<file path="src/rtl/wb_loader_if.sv">
// Host byte-stream link (rx/tx) and Wishbone master bus used by wb_loader.
// The loader takes the master modport; the host/bus side takes the slave modport.
interface wb_loader_if;
  logic [7:0]  rx_data;
  logic        rx_valid;
  logic        rx_ready;
  logic [7:0]  tx_data;
  logic        tx_valid;
  logic        tx_ready;
  logic [31:0] wb_addr_o;
  logic [31:0] wb_data_o;
  logic        wb_we_o;
  logic        wb_cyc_o;
  logic        wb_strobe_o;
  logic [31:0] wb_data_i;
  logic        wb_ack_i;

  modport master (
    input  rx_data, rx_valid, tx_ready, wb_data_i, wb_ack_i,
    output rx_ready, tx_data, tx_valid,
    output wb_addr_o, wb_data_o, wb_we_o, wb_cyc_o, wb_strobe_o
  );

  modport slave (
    output rx_data, rx_valid, tx_ready, wb_data_i, wb_ack_i,
    input  rx_ready, tx_data, tx_valid,
    input  wb_addr_o, wb_data_o, wb_we_o, wb_cyc_o, wb_strobe_o
  );
endinterface

</file>
<file path="src/rtl/wb_loader.sv">
// Byte-command to Wishbone bridge: 'W'/'R' commands become single bus cycles with a byte response.
// Optional macro WB_LOADER_AUTOINC_EN adds the 'I' command (write to previous address + 4).
module wb_loader #(
  parameter int unsigned TIMEOUT = 255
) (
  input  logic        clock,
  input  logic        reset_n,
  wb_loader_if.master bus,
  output logic        busy,
  output logic        error
);
  typedef enum logic [2:0] {IDLE, ADDR, DATA, BUS, RESP} state_t;

  localparam logic [7:0]  CMD_W   = 8'h57;
  localparam logic [7:0]  CMD_R   = 8'h52;
  localparam logic [7:0]  RSP_K   = 8'h4B;
  localparam logic [7:0]  RSP_UNK = 8'h3F;
  localparam logic [7:0]  RSP_TO  = 8'hEE;
  localparam logic [15:0] TO_LAST = 16'(TIMEOUT - 1);
`ifdef WB_LOADER_AUTOINC_EN
  localparam logic [7:0]  CMD_I   = 8'h49;
`endif

  state_t      state_q, state_d;
  logic [1:0]  cnt_q, cnt_d;
  logic        we_q, we_d;
  logic [31:0] addr_q, addr_d;
  logic [31:0] wdata_q, wdata_d;
  logic [31:0] resp_q, resp_d;
  logic [2:0]  len_q, len_d;
  logic [15:0] tmo_q, tmo_d;
  logic        err_q, err_d;
  logic        rx_rdy, rx_fire, tx_fire;

  // rx_ready is gated by reset_n so the host sees "not ready" for the whole reset pulse.
  assign rx_rdy  = reset_n && ((state_q == IDLE) || (state_q == ADDR) || (state_q == DATA));
  assign rx_fire = bus.rx_valid && rx_rdy;
  assign tx_fire = (state_q == RESP) && bus.tx_ready;

  always_ff @(posedge clock or negedge reset_n) begin
    if (!reset_n) begin
      state_q <= IDLE;
      cnt_q   <= '0;
      we_q    <= 1'b0;
      addr_q  <= '0;
      wdata_q <= '0;
      resp_q  <= '0;
      len_q   <= '0;
      tmo_q   <= '0;
      err_q   <= 1'b0;
    end else begin
      state_q <= state_d;
      cnt_q   <= cnt_d;
      we_q    <= we_d;
      addr_q  <= addr_d;
      wdata_q <= wdata_d;
      resp_q  <= resp_d;
      len_q   <= len_d;
      tmo_q   <= tmo_d;
      err_q   <= err_d;
    end
  end

  always_comb begin
    state_d = state_q;
    cnt_d   = cnt_q;
    we_d    = we_q;
    addr_d  = addr_q;
    wdata_d = wdata_q;
    resp_d  = resp_q;
    len_d   = len_q;
    tmo_d   = tmo_q;
    err_d   = err_q;

    case (state_q)
      IDLE: begin
        if (rx_fire) begin
          case (bus.rx_data)
            CMD_W: begin
              we_d    = 1'b1;
              state_d = ADDR;
            end
            CMD_R: begin
              we_d    = 1'b0;
              state_d = ADDR;
            end
`ifdef WB_LOADER_AUTOINC_EN
            CMD_I: begin
              we_d    = 1'b1;
              addr_d  = addr_q + 32'd4;
              state_d = DATA;
            end
`endif
            default: begin
              resp_d  = {24'h0, RSP_UNK};
              len_d   = 3'd1;
              state_d = RESP;
            end
          endcase
        end
      end

      // Bytes arrive LSB first, so each one is shifted in from the top.
      ADDR: begin
        if (rx_fire) begin
          addr_d = {bus.rx_data, addr_q[31:8]};
          cnt_d  = cnt_q + 2'd1;
          if (cnt_q == 2'd3) state_d = we_q ? DATA : BUS;
        end
      end

      DATA: begin
        if (rx_fire) begin
          wdata_d = {bus.rx_data, wdata_q[31:8]};
          cnt_d   = cnt_q + 2'd1;
          if (cnt_q == 2'd3) state_d = BUS;
        end
      end

      // Ack wins over a timeout landing in the same cycle.
      BUS: begin
        if (bus.wb_ack_i) begin
          resp_d  = we_q ? {24'h0, RSP_K} : bus.wb_data_i;
          len_d   = we_q ? 3'd1 : 3'd4;
          state_d = RESP;
        end else if (tmo_q == TO_LAST) begin
          err_d   = 1'b1;
          resp_d  = {24'h0, RSP_TO};
          len_d   = 3'd1;
          state_d = RESP;
        end else begin
          tmo_d = tmo_q + 16'd1;
        end
      end

      RESP: begin
        if (tx_fire) begin
          resp_d = resp_q >> 8;
          len_d  = len_q - 3'd1;
          if (len_q == 3'd1) state_d = IDLE;
        end
      end

      default: state_d = IDLE;
    endcase

    if (state_d != state_q) cnt_d = '0;
    if ((state_d == BUS) && (state_q != BUS)) tmo_d = '0;
  end

  assign bus.rx_ready    = rx_rdy;
  assign bus.tx_valid    = (state_q == RESP);
  assign bus.tx_data     = resp_q[7:0];
  assign bus.wb_cyc_o    = (state_q == BUS);
  assign bus.wb_strobe_o = (state_q == BUS);
  assign bus.wb_we_o     = (state_q == BUS) && we_q;
  assign bus.wb_addr_o   = addr_q;
  assign bus.wb_data_o   = wdata_q;
  assign busy            = (state_q != IDLE);
  assign error           = err_q;
endmodule

</file>
<file path="src/flat_wrapper.sv">
// flat-port wrapper written by rule: the top's interface ports become plain ports
module wb_loader_flat 
#(
  parameter int unsigned TIMEOUT = 255
)
  (clock, reset_n, busy, error, bus_rx_data, bus_rx_valid, bus_tx_ready, bus_wb_data_i, bus_wb_ack_i, bus_rx_ready, bus_tx_data, bus_tx_valid, bus_wb_addr_o, bus_wb_data_o, bus_wb_we_o, bus_wb_cyc_o, bus_wb_strobe_o);
  wb_loader_if bus_i ();
  input  logic clock;
  input  logic reset_n;
  output logic busy;
  output logic error;
  input wire logic [$bits(bus_i.rx_data)-1:0] bus_rx_data;
  input wire logic [$bits(bus_i.rx_valid)-1:0] bus_rx_valid;
  input wire logic [$bits(bus_i.tx_ready)-1:0] bus_tx_ready;
  input wire logic [$bits(bus_i.wb_data_i)-1:0] bus_wb_data_i;
  input wire logic [$bits(bus_i.wb_ack_i)-1:0] bus_wb_ack_i;
  output wire logic [$bits(bus_i.rx_ready)-1:0] bus_rx_ready;
  output wire logic [$bits(bus_i.tx_data)-1:0] bus_tx_data;
  output wire logic [$bits(bus_i.tx_valid)-1:0] bus_tx_valid;
  output wire logic [$bits(bus_i.wb_addr_o)-1:0] bus_wb_addr_o;
  output wire logic [$bits(bus_i.wb_data_o)-1:0] bus_wb_data_o;
  output wire logic [$bits(bus_i.wb_we_o)-1:0] bus_wb_we_o;
  output wire logic [$bits(bus_i.wb_cyc_o)-1:0] bus_wb_cyc_o;
  output wire logic [$bits(bus_i.wb_strobe_o)-1:0] bus_wb_strobe_o;
  assign bus_i.rx_data = bus_rx_data;
  assign bus_i.rx_valid = bus_rx_valid;
  assign bus_i.tx_ready = bus_tx_ready;
  assign bus_i.wb_data_i = bus_wb_data_i;
  assign bus_i.wb_ack_i = bus_wb_ack_i;
  assign bus_rx_ready = bus_i.rx_ready;
  assign bus_tx_data = bus_i.tx_data;
  assign bus_tx_valid = bus_i.tx_valid;
  assign bus_wb_addr_o = bus_i.wb_addr_o;
  assign bus_wb_data_o = bus_i.wb_data_o;
  assign bus_wb_we_o = bus_i.wb_we_o;
  assign bus_wb_cyc_o = bus_i.wb_cyc_o;
  assign bus_wb_strobe_o = bus_i.wb_strobe_o;
  wb_loader #(.TIMEOUT(TIMEOUT)) u_core (.clock(clock), .reset_n(reset_n), .bus(bus_i), .busy(busy), .error(error));
endmodule
</file>
<file path="config.mk">
export PLATFORM = sky130hd
export DESIGN_NAME = wb_loader_flat
export DESIGN_NICKNAME = d
export VERILOG_FILES = /design/src/rtl/wb_loader_if.sv /design/src/rtl/wb_loader.sv /design/src/flat_wrapper.sv
export SDC_FILE = /design/constraint.sdc
export NUM_CORES = 1
export LEC_CHECK = 0
export CAP_MARGIN = 20
export CORE_MARGIN = 10
export CORE_UTILIZATION = 45
export DETAILED_ROUTE_END_ITERATION = 8
export PLACE_DENSITY = 0.75
export REMOVE_ABC_BUFFERS = 1
export SKIP_CTS_REPAIR_TIMING = 1
export SLEW_MARGIN = 0
export SYNTH_ARGS = -nofsm -noshare
export SYNTH_HDL_FRONTEND = slang
export SYNTH_SLANG_ARGS = --single-unit
</file>
<file path="constraint.sdc">
create_clock -name clock -period 1.8 [get_ports clock]
set_clock_uncertainty 0.05 [all_clocks]
set_input_delay 0.27 -clock clock [delete_from_list [all_inputs] [get_ports clock]]
set_output_delay 0.27 -clock clock [all_outputs]
set_load 0.005 [all_outputs]
</file>
==> results.yml, run 1 <==
clock_network:
  clk_pin_slew_ps: 50
  h-tree-depth: 4
  clk_latency_ps: 420
  root_buffer: "clkbuf_16"
  numCtsBuffers: 17
  cts_buffer_depth: 2
  cts_tree: "done"
  cts.sinks: 122
min_path:
  min_path_type: "input pin to asynchronous set/reset pin"
run:
  cap_violations: 0
yosys:
  ys_ff_latch: 122
  netlist_area_sq_um: 5669
  syn-instance-count: 432
  synth-edff-count: 0
  synthArstFlopShare_pct: 100.0
  syn_area_per_cell_sq_um: 13.12
  synth_top_family_by_area: "multiplexers"
  ys.flop_type: "dfrtp_1"
  yosys.area_share.adder_pct: 1.104
  yosysUniqueCellTypes: 56
  synth_xor_area_share_pct: 2.626
  synth-seq-area-share_pct: 53.85
  synth_area_leader_cell: "dfrtp_1"
  synth_compound_area_share_pct: 8.894
  synth.area.mux_share_pct: 19.00
  synth_top_area_share_pct: 53.85
  synth.area.top_cells: "dfrtp_1 (54%), mux2_2 (14%), mux2_4 (4.8%)"
  yosys.area_share.simple_pct: 9.910
  yosys_warnings: 0
critical_path:
  cp-start-kind: "flip-flop"
  rrSetupSlack_ps: -190
  reg2reg_depth: 9
  cpMostUsedCell: "nand2_2"
  crit_type: "flip-flop to flip-flop"
  critPathMaxStageDelay_ps: 420
  slowest_stage: "dfrtp_1"
  critPathCaptureType: "flip-flop"
  crit_start: "u_core.state_q[0]$_DFF_PN0_"
  cp.arrival_ps: 2240
  reg2reg_to: "u_core.resp_q[0]$_DFFE_PN0P_"
  r2r-start: "u_core.state_q[0]$_DFF_PN0_"
  cp.required_ps: 2050
  worst-path-max-fanout: 7
  path_cells: "nor2_2 -> buf_4 -> nand2_4 -> inv_4 -> nand2_2 -> nand2_2 -> o21ai_4 -> clkbuf_16 -> mux2_4"
  endpoint: "u_core.resp_q[0]$_DFFE_PN0P_"
placed_design:
  place_area_sq_um: 7527
  place.gp.congestion: 0.8303
  dpl_worst_slack_ps: -602.6
  dp_hpwl_mm: 10.44
  numPortBuffers: 123
cells_and_area:
  layout_commonest_cell: "dfrtp_1"
  final_nets: 684
  diodes: 0
  layout_common_cells: "dfrtp_1 (122), clkdlybuf4s50_1 (116), buf_4 (68)"
  drive_above_1_share_pct: 39.26
  n_fill_cell: 822
  areaGrowthSynthToFinish_pct: 53.76
  seqCellArea_sq_um: 3053
  stdcell_area_sq_um: 8717
  multi_input_area_sq_um: 2659
drt:
  drc: 0
  vias: 4275
  viasPerCell: 5.245
  ant_nets: 0
  drtIter0Drc: 241
  drt-wirelength-per-cell_microns: 19.90
  wirelength_mm: 16.22
  dr.pass1.iters: 4
global_routing:
  antenna_found_initial: 0
  grt_pass1_wl_mm: 23.24
  grt.total_usage_pct: 16.37
  grt_pass1_vias: 4526
  grt_max_degree: 58
  grt-ovfl-total: 0
timing:
  fmax_ghz: 0.5014
  layout_setup_ws_ps: -194.3
  finalCriticalPeriod_ps: 1994
  final_hold_viol_count: 43
  slew_viol_final: 0
  grt_setup_unrepaired: "yes"
  slew_headroom_pct: 52.57
  tightest_slew_ps: 711.5
  holdWs_ps: -90.64
  period_share_pct: 110.8
  setup_tns_ps: -8870
  setup_viol: 89
power:
  ir_worst_vdd_mv: 0.7414
  p_total_w: 0.009613
  power.density_nw_per_um2: 1103
  p_leak_nw: 4.127
die:
  io_pins: 124
  die_w_microns: 132.2
  core_sq_um: 12160
  die-area_sq_um: 17490
  rows: 40
  start_util_pct: 46.62
  fp.dieH_microns: 132.2
run_status:
  status: "complete, but fails checks"
  violations: "negative hold slack, negative setup slack"
[logic make-up after synthesis]
group / count (synthesis)
and+or+nand+nor: 92
buffers and inverters: 45
xor gates and xnor gates: 17
DFF: 122
muxes: 90
adders and majority gates: 5
AOI/OAI and AO/OA: 61
[power by group]
part           switching, W  total [W]  internal [W]
Sequential         0.000286    0.00336       0.00307
Combinational       0.00115    0.00289       0.00174
Clock               0.00129    0.00337       0.00208
[worst min-delay path by stage]
stage	to	slack [ps]	depth (start not counted)
after floorplan	u_core.bus.wb_addr_o[0]$_DFFE_PN0P_	-80	0
after global placement	u_core.state_q[0]$_DFF_PN0_	140	2
after detailed placement	u_core.state_q[0]$_DFF_PN0_	140	2
after CTS	u_core.state_q[0]$_DFF_PN0_	-300	2
after global routing	u_core.tmo_q[0]$_DFFE_PN0P_	-50	2
final	u_core.tmo_q[0]$_DFFE_PN0P_	-90	2
[layer usage]
| metal | vias to the layer above | track usage (%) | wire, microns |
|---|---|---|---|
| met2 | 117 | 27.57 | 8504 |
| met5 | - | 0 | 0 |
| met3 | 26 | 4.421 | 714 |
| met4 | 0 | 8.496 | 373 |
| met1 | 2177 | 18.60 | 6627 |
| li1 | 1955 | - | - |
[area by class of cell]
type | count | share of cell area, %
sequential | 122 | 35.02
multi-input combinational | 265 | 30.50
timing repair buffer | 215 | 24.76
clock buffer | 19 | 5.081
tap | 168 | 2.411
clock inverter | 13 | 1.636
inverter | 13 | 0.5885
[sequential cells by signal, summed over array words and instances (netlist names)]
name	count
u_core.resp_q	32
u_core.bus.wb_addr_o	32
u_core.bus.wb_data_o	32
u_core.we_q	1
u_core.cnt_q	2
u_core.tmo_q	16
u_core.len_q	3
u_core.error	1
u_core.state_q	3
[cells in the mapped netlist, drive strengths merged (3+ instances only)]
library cell,number
a211o,4
a21oi,11
a22o,25
and2,3
and3,7
and4,3
buf,29
clkbuf,3
dfrtp,122
ha,5
inv,13
mux2,87
mux2i,3
nand2,11
nand2b,6
nand3,8
nand4,9
nor2,29
nor3,4
o21ai,4
o31ai,3
xnor2,4
xor2,13
[worst max-delay path, delay by kind of cell (launching register included)]
kind / cells / cell delay [ps]
buffers and inverters: 3 / 440
AND/OR/NAND/NOR: 4 / 320
AO/OA/AOI/OAI: 1 / 340
flip-flops: 1 / 420
multiplexers: 1 / 300
[through the flow]
step	std cells	util, %
floorplan	400	-
global placement	764	61.89
detailed placement	764	61.89
CTS	796	66.71
global route	815	71.68
finish	815	71.68
No activity file was read; power rests on OpenSTA's default activity.
==> run 2: changes to the inputs <==
--- a/config.mk
+++ b/config.mk
@@ -5,6 +5,7 @@
 export SDC_FILE = /design/constraint.sdc
 export NUM_CORES = 1
 export LEC_CHECK = 0
+export ABC_CLOCK_PERIOD_IN_PS = 1800
 export CAP_MARGIN = 20
 export CORE_MARGIN = 10
 export CORE_UTILIZATION = 45
@@ -16,3 +17,4 @@
 export SYNTH_ARGS = -nofsm -noshare
 export SYNTH_HDL_FRONTEND = slang
 export SYNTH_SLANG_ARGS = --single-unit
+export TNS_END_PERCENT = 50
==> results.yml, run 2 (synthesis gave the netlist of run 1 again) <==
run_status:
  status: "complete, but fails checks"
  violations: "negative hold slack, negative setup slack"
placed_design:
  dp_hpwl_mm: 10.44
  numPortBuffers: 123
  place_area_sq_um: 7527
  place.gp.congestion: 0.8303
drt:
  viasPerCell: 5.253
  drc: 0
  drt-wirelength-per-cell_microns: 19.49
  ant_nets: 0
  dr.pass1.iters: 4
  wirelength_mm: 15.85
  drtIter0Drc: 207
  vias: 4271
cells_and_area:
  layout_commonest_cell: "dfrtp_1"
  drive_above_1_share_pct: 38.91
  stdcell_area_sq_um: 8655
  diodes: 0
  multi_input_area_sq_um: 2640
  n_fill_cell: 814
  areaGrowthSynthToFinish_pct: 52.66
  layout_common_cells: "dfrtp_1 (122), clkdlybuf4s50_1 (116), buf_4 (69)"
  seqCellArea_sq_um: 3053
  final_core_utilization_pct: 71.16
  final_nets: 682
clock_network:
  root_buffer: "clkbuf_16"
  cts_tree: "done"
  clk_latency_ps: 420
  h-tree-depth: 4
  cts_buffer_depth: 2
  numCtsBuffers: 17
  clk_pin_slew_ps: 50
  cts.sinks: 122
die:
  rows: 40
  io_pins: 124
  fp.dieH_microns: 132.2
  die-area_sq_um: 17490
  die_w_microns: 132.2
  core_sq_um: 12160
  start_util_pct: 46.62
global_routing:
  grt_max_degree: 58
  grt-ovfl-total: 0
  antenna_found_initial: 0
  grt_pass1_vias: 4526
  grt_pass1_wl_mm: 23.24
  grt.total_usage_pct: 16.37
critical_path:
  cp.arrival_ps: 2180
  cp-start-kind: "flip-flop"
  path_cells: "nor2_2 -> buf_4 -> nand2_4 -> inv_4 -> nand2_2 -> nand2_2 -> o21ai_4 -> clkbuf_16 -> mux2_4"
  critPathMaxStageDelay_ps: 420
  crit_type: "flip-flop to flip-flop"
  r2r-start: "u_core.state_q[0]$_DFF_PN0_"
  reg2reg_to: "u_core.resp_q[0]$_DFFE_PN0P_"
  critPathCaptureType: "flip-flop"
  reg2reg_depth: 9
  slowest_stage: "dfrtp_1"
  worst-path-max-fanout: 7
  cpMostUsedCell: "nand2_2"
  cp.required_ps: 2050
  rrSetupSlack_ps: -130
timing:
  finalCriticalPeriod_ps: 1929
  tightest_slew_ps: 716.8
  layout_setup_ws_ps: -129.2
  slew_viol_final: 0
  fmax_ghz: 0.5184
  grt_setup_unrepaired: "yes"
  holdWs_ps: -95.60
  setup_tns_ps: -6434
  setup_viol: 83
  slew_headroom_pct: 52.21
  final_hold_viol_count: 43
  period_share_pct: 107.2
power:
  p_leak_nw: 4.106
  power.density_nw_per_um2: 1105
  ir_worst_vdd_mv: 0.9372
min_path:
  min_path_type: "input pin to asynchronous set/reset pin"
run:
  cap_violations: 0
[run 2: cell types whose count changed in the layout (fill, tap and decap cells not counted), sizes merged]
cell / change
buf: -1
clkbuf: -1
[run 2: area by class of cell]
cell class,instances,area share (%)
sequential,122,35.28
multi-input combinational,265,30.50
timing repair buffer,213,24.43
clock buffer,19,5.118
tap,168,2.429
clock inverter,13,1.648
inverter,13,0.5927
[run 2: worst max path at each step]
stage / start / to / slack, ps / cells after the start
CTS: u_core.state_q[2]$_DFF_PN0_ / bus_wb_we_o / -480 / 5
finish: u_core.state_q[0]$_DFF_PN0_ / u_core.resp_q[0]$_DFFE_PN0P_ / -130 / 9
global placement: bus_rx_data[2] / u_core.cnt_q[1]$_DFFE_PN0P_ / -490 / 6
global route: u_core.state_q[0]$_DFF_PN0_ / u_core.resp_q[0]$_DFFE_PN0P_ / -220 / 9
floorplan: u_core.state_q[0]$_DFF_PN0_ / u_core.cnt_q[1]$_DFFE_PN0P_ / -960 / 5
detailed placement: bus_rx_data[0] / u_core.cnt_q[1]$_DFFE_PN0P_ / -600 / 6
[run 2: power breakdown]
| group | switching, W | internal (W) |
|---|---|---|
| registers | 0.000283 | 0.00307 |
| logic | 0.00113 | 0.00173 |
| clock network | 0.00127 | 0.00208 |
[run 2: per-stage QoR]
stage / power (W) / instances / setup WS (ps)
floorplan: 0.004261 / 400 / -955.5
global placement: 0.005609 / 764 / -492.5
detailed placement: 0.005677 / 764 / -602.6
CTS: 0.009068 / 796 / -479.4
global route: 0.009983 / 813 / -215.3
finish: 0.009565 / 813 / -129.2
[run 2: routing by layer]
| layer | wire [microns] | up-vias | global-route usage, % |
|---|---|---|---|
| met5 | 0 | - | 0 |
| met4 | 329 | 0 | 8.496 |
| met3 | 766 | 25 | 4.421 |
| met2 | 8399 | 112 | 27.57 |
| met1 | 6352 | 2180 | 18.60 |
| li1 | - | 1954 | - |
[run 2: critical path: cells and delay by family, from the launching register on]
family | cells | cell delay (ps)
AO/OA/AOI/OAI | 1 | 310
buffers and inverters | 3 | 430
flip-flops | 1 | 420
multiplexers | 1 | 300
AND/OR/NAND/NOR | 4 | 290
==> run 3: changes to the inputs <==
==> constraint.sdc (replaced) <==
create_clock -name clock -period 1.8 [get_ports clock]
set_clock_uncertainty 0.05 [all_clocks]
set_input_delay 0.27 -clock clock [delete_from_list [all_inputs] [get_ports clock]]
set_output_delay 0.27 -clock clock [all_outputs]
set_load 0.1 [all_outputs]
==> results.yml, run 3 (synthesis gave the netlist of run 1 again) <==
drt:
  wirelength_mm: 16.07
  vias: 4267
  drtIter0Drc: 194
  drt-wirelength-per-cell_microns: 19.89
  ant_nets: 0
  drc: 0
  viasPerCell: 5.281
  dr.pass1.iters: 4
critical_path:
  r2r-start: "u_core.state_q[2]$_DFF_PN0_"
  crit_type: "flip-flop to output pin"
  slowest_stage: "dfrtp_2"
  critPathMaxStageDelay_ps: 430
  worst-path-max-fanout: 5
  critPathCaptureType: "output pin"
  cp-start-kind: "flip-flop"
  reg2reg_depth: 9
  path_cells: "nand2b_4 -> or2_4 -> buf_6 -> inv_4 -> and2_4 -> buf_12"
  reg2reg_to: "u_core.resp_q[25]$_DFFE_PN0P_"
  cp_num_buf_inv: 3
  cp.required_ps: 1480
  crit_family: "simple AND/OR/NAND/NOR gates"
  cp.arrival_ps: 1750
  rrSetupSlack_ps: -190
timing:
  setup_viol: 91
  slew_headroom_pct: 55.65
  slew_viol_final: 0
  setup_tns_ps: -10160
  tightest_slew_ps: 665.3
  grt_setup_unrepaired: "yes"
  fmax_ghz: 0.4826
  period_share_pct: 115.1
  final_hold_viol_count: 0
  finalCriticalPeriod_ps: 2072
  holdWs_ps: 56.53
  layout_setup_ws_ps: -272.1
die:
  fp.dieH_microns: 132.2
  core_sq_um: 12160
  io_pins: 124
  die-area_sq_um: 17490
  die_w_microns: 132.2
  rows: 40
  start_util_pct: 46.62
cells_and_area:
  drive_above_1_share_pct: 50.00
  layout_common_cells: "dfrtp_1 (119), buf_12 (89), mux2_2 (67)"
  layout_commonest_cell: "dfrtp_1"
  n_fill_cell: 673
  seqCellArea_sq_um: 3057
  diodes: 0
  areaGrowthSynthToFinish_pct: 64.60
  multi_input_area_sq_um: 2496
  final_nets: 679
clock_network:
  cts_buffer_depth: 2
  h-tree-depth: 4
  cts_tree: "done"
  clk_pin_slew_ps: 60
  root_buffer: "clkbuf_16"
  numCtsBuffers: 17
  clk_latency_ps: 420
  cts.sinks: 122
min_path:
  min_path_type: "input pin to asynchronous set/reset pin"
run:
  cap_violations: 0
run_status:
  violations: "negative setup slack"
  status: "complete, but fails checks"
global_routing:
  grt_pass1_vias: 4538
  grt.total_usage_pct: 16.82
  grt.met1_usage_pct: 18.25
  grt_max_degree: 123
  grt_pass1_wl_mm: 23.74
  antenna_found_initial: 0
  grt-ovfl-total: 0
  grt_busiest_layer: "met2"
  grt_util_met2_pct: 29.72
  use_met3_pct: 5.259
power:
  power.density_nw_per_um2: 1363
  ir_worst_vdd_mv: 0.9459
  p_leak_nw: 4.425
placed_design:
  dpl_worst_slack_ps: -522.8
  place.gp.congestion: 0.8204
  dp_hpwl_mm: 10.77
  numPortBuffers: 123
[run 3: worst reg2reg max path, cell delays in order, from the launching register on]
cell       delay (ps)
dfrtp_2           430
buf_4             150
and3b_2           260
nand2_2            70
a31oi_4           200
o21ai_4            90
buf_12            150
clkbuf_16         160
buf_6             110
a22o_1            200
[run 3: how the worst max path moves through the flow]
| stage | startpoint | end | slack (ps) | cells after the start |
|---|---|---|---|---|
| final | u_core.state_q[2]$_DFF_PN0_ | bus_wb_we_o | -270 | 6 |
| after CTS | u_core.state_q[2]$_DFF_PN0_ | bus_wb_we_o | -420 | 6 |
| after detailed placement | bus_rx_data[0] | u_core.cnt_q[1]$_DFFE_PN0P_ | -520 | 6 |
| after floorplan | u_core.state_q[2]$_DFF_PN0_ | bus_wb_we_o | -1050 | 4 |
| after global routing | u_core.state_q[2]$_DFF_PN0_ | bus_wb_we_o | -310 | 6 |
| after global placement | bus_rx_data[0] | u_core.cnt_q[1]$_DFFE_PN0P_ | -500 | 6 |
[run 3: power by group]
group	switching [W]	internal (W)
sequential	0.000419	0.00307
clock	0.00118	0.00226
combinational	0.00341	0.00237
[run 3: cell type report]
cell class,instances,area share (%)
Sequential cell,122,32.76
Multi-Input combinational cell,265,26.75
Timing Repair Buffer,210,31.34
Inverter,13,0.5497
Clock inverter,8,1.274
Clock buffer,22,5.082
Tap cell,168,2.253
[run 3: stage by stage]
| stage | cell area, sq um | power, W | std cells | util (%) |
|---|---|---|---|---|
| global route | 9331 | 0.01312 | 808 | 76.73 |
| floorplan | 5456 | 0.006477 | 400 | - |
| detailed placement | 8298 | 0.008760 | 758 | 68.23 |
| finish | 9331 | 0.01272 | 808 | 76.73 |
| CTS | 8891 | 0.01222 | 788 | 73.11 |
| global placement | 8298 | 0.008664 | 758 | 68.23 |
[run 3: metal layers]
metal,vias to the layer above,part of all wire [%]
li1,1950,-
met1,2163,38
met2,123,54
met3,31,5.9
met4,0,2.4
met5,-,0
